$ cat src/rtl/stage1_fetch_if.sv
// rtl/stage1_fetch_if.sv - request, memory, IO and result signal bundle for stage1_fetch
interface stage1_fetch_if #(
    parameter int DATA_WIDTH  = 32,
    parameter int ADDR_WIDTH  = 16,
    parameter int SRC_WIDTH   = 8,
    parameter int IO_ID_WIDTH = 8
);
    logic                   in_valid;
    logic                   in_ready;
    logic [1:0]             mblock_s1;
    logic [SRC_WIDTH-1:0]   vr_source;
    logic [ADDR_WIDTH-1:0]  ram_address;
    logic                   ram_read;
    logic [DATA_WIDTH-1:0]  ram_value;
    logic [IO_ID_WIDTH-1:0] io_device_id;
    logic                   io_read;
    logic                   io_valid;
    logic [DATA_WIDTH-1:0]  input_devices_value;
    logic                   out_valid;
    logic                   out_ready;
    logic [DATA_WIDTH-1:0]  vr_value;
    logic                   out_error;

    modport slave (
        input  in_valid, mblock_s1, vr_source, ram_value, io_valid,
               input_devices_value, out_ready,
        output in_ready, ram_address, ram_read, io_device_id, io_read,
               out_valid, vr_value, out_error
    );

    modport master (
        output in_valid, mblock_s1, vr_source, ram_value, io_valid,
               input_devices_value, out_ready,
        input  in_ready, ram_address, ram_read, io_device_id, io_read,
               out_valid, vr_value, out_error
    );
endinterface

$ cat src/rtl/stage1_fetch.sv
// rtl/stage1_fetch.sv - fetches one operand from RAM, an IO device or a constant per request
module stage1_fetch #(
    parameter int DATA_WIDTH  = 32,
    parameter int ADDR_WIDTH  = 16,
    parameter int SRC_WIDTH   = 8,
    parameter int IO_ID_WIDTH = 8,
    parameter int RAM_LATENCY = 1,
    parameter int IO_TIMEOUT  = 15
) (
    input  logic          clk,
    input  logic          reset_n,
    stage1_fetch_if.slave bus
);
    typedef enum logic [1:0] {IDLE, RAM_WAIT, IO_WAIT, HOLD} state_t;

    localparam logic [1:0] MODE_RSV   = 2'd1;
    localparam logic [1:0] MODE_CONST = 2'd3;
    localparam int LAT_W = $clog2(RAM_LATENCY + 1) + 1;
    localparam int TMO_W = $clog2(IO_TIMEOUT + 1) + 1;

    state_t                state_q, state_d;
    logic                  in_ready_q, ram_read_q, io_read_q;
    logic                  out_valid_q, out_error_q;
    logic [DATA_WIDTH-1:0] vr_value_q;
    logic [SRC_WIDTH-1:0]  src_q;
    logic [1:0]            mode_q;
    logic [LAT_W-1:0]      lat_cnt;
    logic [TMO_W-1:0]      io_cnt;

    logic                  accept;
    logic                  ld_res;
    logic [DATA_WIDTH-1:0] res_data;
    logic                  res_err;

    assign accept = bus.in_valid && in_ready_q;

    always_ff @(posedge clk) begin
        if (!reset_n) begin
            state_q <= IDLE;
        end else begin
            state_q <= state_d;
        end
    end

    always_comb begin
        state_d  = state_q;
        ld_res   = 1'b0;
        res_data = '0;
        res_err  = 1'b0;
        case (state_q)
            IDLE: begin
                if (accept) begin
                    case (bus.mblock_s1)
                        2'd0:    state_d = RAM_WAIT;
                        2'd2:    state_d = IO_WAIT;
                        default: state_d = HOLD;
                    endcase
                end
            end
            RAM_WAIT: begin
                if (lat_cnt == LAT_W'(RAM_LATENCY)) begin
                    state_d  = HOLD;
                    ld_res   = 1'b1;
                    res_data = bus.ram_value;
                end
            end
            IO_WAIT: begin
                // A late acknowledge on the timeout edge still delivers data.
                if (bus.io_valid) begin
                    state_d  = HOLD;
                    ld_res   = 1'b1;
                    res_data = bus.input_devices_value;
                end else if (io_cnt == TMO_W'(IO_TIMEOUT - 1)) begin
                    state_d = HOLD;
                    ld_res  = 1'b1;
                    res_err = 1'b1;
                end
            end
            HOLD: begin
                // Constant and reserved requests enter HOLD without a result yet.
                if (!out_valid_q) begin
                    ld_res   = 1'b1;
                    res_data = (mode_q == MODE_CONST) ? DATA_WIDTH'(src_q) : '0;
                    res_err  = (mode_q == MODE_RSV);
                end else if (bus.out_ready) begin
                    state_d = IDLE;
                end
            end
            default: state_d = IDLE;
        endcase
    end

    always_ff @(posedge clk) begin
        if (!reset_n) begin
            in_ready_q  <= 1'b0;
            ram_read_q  <= 1'b0;
            io_read_q   <= 1'b0;
            out_valid_q <= 1'b0;
            out_error_q <= 1'b0;
            vr_value_q  <= '0;
            src_q       <= '0;
            mode_q      <= '0;
            lat_cnt     <= '0;
            io_cnt      <= '0;
        end else begin
            in_ready_q <= (state_d == IDLE);
            io_read_q  <= (state_d == IO_WAIT);
            ram_read_q <= (state_q == IDLE) && (state_d == RAM_WAIT);
            if (accept) begin
                src_q   <= bus.vr_source;
                mode_q  <= bus.mblock_s1;
                lat_cnt <= '0;
                io_cnt  <= '0;
            end else begin
                if (state_q == RAM_WAIT) lat_cnt <= lat_cnt + 1'b1;
                if (state_q == IO_WAIT)  io_cnt  <= io_cnt + 1'b1;
            end
            if (ld_res) begin
                out_valid_q <= 1'b1;
                vr_value_q  <= res_data;
                out_error_q <= res_err;
            end else if (state_q == HOLD && state_d == IDLE) begin
                out_valid_q <= 1'b0;
                vr_value_q  <= '0;
                out_error_q <= 1'b0;
            end
        end
    end

    assign bus.in_ready     = in_ready_q;
    assign bus.ram_read     = ram_read_q;
    assign bus.io_read      = io_read_q;
    assign bus.out_valid    = out_valid_q;
    assign bus.out_error    = out_error_q;
    assign bus.vr_value     = vr_value_q;
    assign bus.ram_address  = (state_q != IDLE) ? ADDR_WIDTH'(src_q) : '0;
    assign bus.io_device_id = (state_q != IDLE) ? IO_ID_WIDTH'(src_q) : '0;
endmodule

$ cat src/flat_wrapper.sv
// flat-port wrapper written by rule: the top's interface ports become plain ports
module stage1_fetch_flat 
#(
    parameter int DATA_WIDTH  = 32,
    parameter int ADDR_WIDTH  = 16,
    parameter int SRC_WIDTH   = 8,
    parameter int IO_ID_WIDTH = 8,
    parameter int RAM_LATENCY = 1,
    parameter int IO_TIMEOUT  = 15
)
  (clk, reset_n, bus_in_valid, bus_mblock_s1, bus_vr_source, bus_ram_value, bus_io_valid, bus_input_devices_value, bus_out_ready, bus_in_ready, bus_ram_address, bus_ram_read, bus_io_device_id, bus_io_read, bus_out_valid, bus_vr_value, bus_out_error);
  stage1_fetch_if #(.DATA_WIDTH(DATA_WIDTH), .ADDR_WIDTH(ADDR_WIDTH), .SRC_WIDTH(SRC_WIDTH), .IO_ID_WIDTH(IO_ID_WIDTH)) bus_i ();
  input  logic clk;
  input  logic reset_n;
  input wire logic [$bits(bus_i.in_valid)-1:0] bus_in_valid;
  input wire logic [$bits(bus_i.mblock_s1)-1:0] bus_mblock_s1;
  input wire logic [$bits(bus_i.vr_source)-1:0] bus_vr_source;
  input wire logic [$bits(bus_i.ram_value)-1:0] bus_ram_value;
  input wire logic [$bits(bus_i.io_valid)-1:0] bus_io_valid;
  input wire logic [$bits(bus_i.input_devices_value)-1:0] bus_input_devices_value;
  input wire logic [$bits(bus_i.out_ready)-1:0] bus_out_ready;
  output wire logic [$bits(bus_i.in_ready)-1:0] bus_in_ready;
  output wire logic [$bits(bus_i.ram_address)-1:0] bus_ram_address;
  output wire logic [$bits(bus_i.ram_read)-1:0] bus_ram_read;
  output wire logic [$bits(bus_i.io_device_id)-1:0] bus_io_device_id;
  output wire logic [$bits(bus_i.io_read)-1:0] bus_io_read;
  output wire logic [$bits(bus_i.out_valid)-1:0] bus_out_valid;
  output wire logic [$bits(bus_i.vr_value)-1:0] bus_vr_value;
  output wire logic [$bits(bus_i.out_error)-1:0] bus_out_error;
  assign bus_i.in_valid = bus_in_valid;
  assign bus_i.mblock_s1 = bus_mblock_s1;
  assign bus_i.vr_source = bus_vr_source;
  assign bus_i.ram_value = bus_ram_value;
  assign bus_i.io_valid = bus_io_valid;
  assign bus_i.input_devices_value = bus_input_devices_value;
  assign bus_i.out_ready = bus_out_ready;
  assign bus_in_ready = bus_i.in_ready;
  assign bus_ram_address = bus_i.ram_address;
  assign bus_ram_read = bus_i.ram_read;
  assign bus_io_device_id = bus_i.io_device_id;
  assign bus_io_read = bus_i.io_read;
  assign bus_out_valid = bus_i.out_valid;
  assign bus_vr_value = bus_i.vr_value;
  assign bus_out_error = bus_i.out_error;
  stage1_fetch #(.DATA_WIDTH(DATA_WIDTH), .ADDR_WIDTH(ADDR_WIDTH), .SRC_WIDTH(SRC_WIDTH), .IO_ID_WIDTH(IO_ID_WIDTH), .RAM_LATENCY(RAM_LATENCY), .IO_TIMEOUT(IO_TIMEOUT)) u_core (.clk(clk), .reset_n(reset_n), .bus(bus_i));
endmodule
$ cat config.mk
export PLATFORM = sky130hd
export DESIGN_NAME = stage1_fetch_flat
export DESIGN_NICKNAME = d
export VERILOG_FILES = /design/src/rtl/stage1_fetch_if.sv /design/src/rtl/stage1_fetch.sv /design/src/flat_wrapper.sv
export SDC_FILE = /design/constraint.sdc
export NUM_CORES = 1
export LEC_CHECK = 0
export ABC_AREA = 1
export CORE_MARGIN = 5
export CORE_UTILIZATION = 45
export DETAILED_ROUTE_END_ITERATION = 10
export DONT_BUFFER_PORTS = 1
export SLEW_MARGIN = 25
export SYNTH_ARGS = -nofsm -noshare
export SYNTH_HDL_FRONTEND = slang
export SYNTH_SLANG_ARGS = --single-unit
$ cat constraint.sdc
create_clock -name clk -period 1.6 [get_ports clk]
set_input_delay 0.32 -clock clk [delete_from_list [all_inputs] [get_ports clk]]
set_output_delay 0.32 -clock clk [all_outputs]
set_load 0.01 [all_outputs]
==> metrics.csv <==
metric,value,unit
status,"finished, final reports clean",
area added between synthesis and finish,12.03,%
Area contributors post-synth,"dfxtp_1 39%, nand3_2 10%, a21oi_2 9.0%",
WP data required,1790,ps
crit path max-delay cell type,dfxtp_2,
die area,8178,um2
Final Hold Slack,139.8,ps
Final Hold Fails,0,
worst-skew pair later-pin latency,310,ps
Reg2Reg Setup Slack,30,ps
clock skew,6.332,ps
Synth Cell Area,2912,um2
Max-Cap Viols,0,
HP Class,in2reg,
register area,1130,um2
Critical R2R Capture,u_core.bus.vr_value[6],
number of hold buffers added after CTS,0,
largest net degree at the start of global routing,32,
Antenna Nets Post-Route,0,
Avg Vias per Cell,5.554,
multi-input combinational cell area,1526,um2
"area leader, netlist",dfxtp_1,
clk root buf,clkbuf_8,
I/O pin total,140,
Total GRT Usage,16.12,%
kind of critical path,reg2reg,
"Largest stage delay, worst path",360,ps
"Max FO, Critical Path",7,
initial antenna violation count,0,
VDD IR max,0.7066,mV
post-DP HPWL,5.173,mm
Final Routed Wirelength,7.149,mm
CTS tree,yes,
Final Net Count,410,
Final Cycle Share,98.26,%
Synth Flop Type,dfxtp_1,
post-synthesis async set-or-reset flop share,0,%
syn_area_per_cell,8.904,um2
cell row count,29,
reg-to-reg startpoint,u_core.io_cnt[0],
DRC Markers,0,
fin util,51.66,%
Die Y,90.44,um
Min-Delay Startpoint,reset_n,
min Tclk post-route,1572,ps
number of diodes,0,
RSZ-0062 raised after global routing,yes,
Post-Synthesis Cells,327,
dpl cell area,2939,um2
Vias,2255,
WL/cell,17.61,um
leakage power,1.074,nW
Placer Congestion,0.8480,
Min-Delay Path Depth,2,
FMAX,636.1,MHz
port bufs,0,
R2R cell count,11,
layout cell share with drive strength beyond 1,38.30,%
fin area,3262,um2
DR pass1 iterations,4,
Synth top area share,38.50,%
die width,90.44,um
top-count cell post-synth,dfxtp_1,
CP cell instances,"inv_2, ha_4, inv_2, nor2_2, nand3_2, nand2_4, nor2_4, nand3_4, clkbuf_16, nand3_2, a21oi_2",
initial DRC count,81,
most frequent cells after synthesis,"56 x dfxtp_1, 30 x a21oi_2, 30 x nand3_2, 26 x nor2_1",
vias in the first global route,2213,
startpoint types,register,
crit path capture type,register,
final setup fails,0,
Max clock buf depth,2,
H-tree lvl count,2,
starting density of the core,46.12,%
total congestion overflow,0,
Post-synth EDFFs,0,
clock transition at the registers of the reported paths,100,ps
first-pass GRT wire length,10.97,mm
TritonCTS buffer count,5,
"Seq/Total Area, Yosys",38.50,%
Worst Path Arrival,1760,ps
end of the worst hold path,u_core.src_q[4],
Ys Warns,0,
Core Region,6314,um2
Unique masters post-synth,31,
FILL cells,596,
#FFs+latches synth,56,
overall power,4.448,mW
power density cells,1364,nW/um2
fin. max-slew vios,0,
clk sinks,56,
[worst max path at each step]
stage,slack [ps],start,cells past startpoint,end
floorplan,100,u_core.io_cnt[0],11,u_core.bus.vr_value[22]
global placement,80,u_core.io_cnt[0],11,u_core.bus.vr_value[29]
global route,-40,u_core.io_cnt[0],11,u_core.bus.vr_value[6]
finish,30,u_core.io_cnt[0],11,u_core.bus.vr_value[6]
detailed placement,40,u_core.io_cnt[0],11,u_core.bus.vr_value[15]
CTS,-100,u_core.state_q[0],3,bus_io_device_id[5]
[per-layer routing]
layer / track usage, % / vias up / wire length, um / share of wire (%)
li1: - / 1100 / - / -
met1: 19.35 / 1068 / 2919 / 41
met2: 26.52 / 76 / 3600 / 50
met3: 5.917 / 11 / 517 / 7.2
met4: 5.459 / 0 / 111 / 1.6
met5: 0 / - / 0 / 0
[per-stage QoR]
stage	setup TNS, ps	setup WS [ps]	instances
2_1_floorplan	0	100.0	334
6_report	0	27.89	406
3_5_place_dp	0	40.23	391
5_1_grt	-667.6	-38.11	406
3_3_place_gp	0	80.23	391
4_1_cts	-1480	-103.7	399
[cells in the final DEF, fill, tap and decap left out, drive strengths merged, types with 8 or more instances in the layout]
cell type	synthesis	routed
buf	24	17
nand3	41	41
clkbuf	9	10
nand2	30	30
a21oi	46	46
nor3	10	10
a22oi	24	24
a211oi	8	8
dfxtp	56	56
inv	25	26
nor2	31	31
o21ai	10	10
conb	1	8
[cell families (layout without fill, tap and decap cells)]
group                    after synthesis  after routing  share of synthesized area [%]
buffers and inverters                 60             55                          12.68
other                                  1              8                         0.1288
flip-flops                            56             56                          38.50
XOR/XNOR                               3              3                         0.9026
adder cells (fa/ha/maj)                3              3                          1.289
AND/OR/NAND/NOR                      113            113                          24.07
AO/OA/AOI/OAI                         91             91                          22.43
[power by group]
part | internal [mW] | leakage (nW) | switching [mW]
registers | 1.65 | 0.457 | 0.247
logic | 0.592 | 0.552 | 0.943
clock network | 0.553 | 0.0645 | 0.463
[layout make-up]
class | count | area share [%]
multi-input cells | 218 | 46.80
flip-flops and latches | 56 | 34.64
repair buffers | 20 | 8.631
inverters | 27 | 3.107
clock buffers | 7 | 2.954
well taps | 77 | 2.954
clock inverters | 1 | 0.9206
[critical path: cells and delay by family (launching register included)]
family                     cells  cell delay [ps]
buffers and inverters          3              330
DFF                            1              360
AOI/OAI and AO/OA              1               50
and+or+nand+nor                6              570
adders and majority gates      1              150
[flip-flops by register name (all words and copies together), names as in the netlist]
name	count
u_core.state_q	2
u_core.src_q	8
u_core.bus.out_valid	1
u_core.io_cnt	5
u_core.mode_q	2
u_core.bus.ram_read	1
u_core.lat_cnt	2
u_core.bus.out_error	1
u_core.bus.vr_value	32
u_core.bus.in_ready	1
u_core.bus.io_read	1
[what timing repair did]
item                       4_1_cts  5_1_grt
pin swaps                        0        7
cloned                           0        4
setup endpoints to repair       16       50
gates resized for setup          0       28
setup buffers                    0        3
No activity file was read; power rests on OpenSTA's default activity.
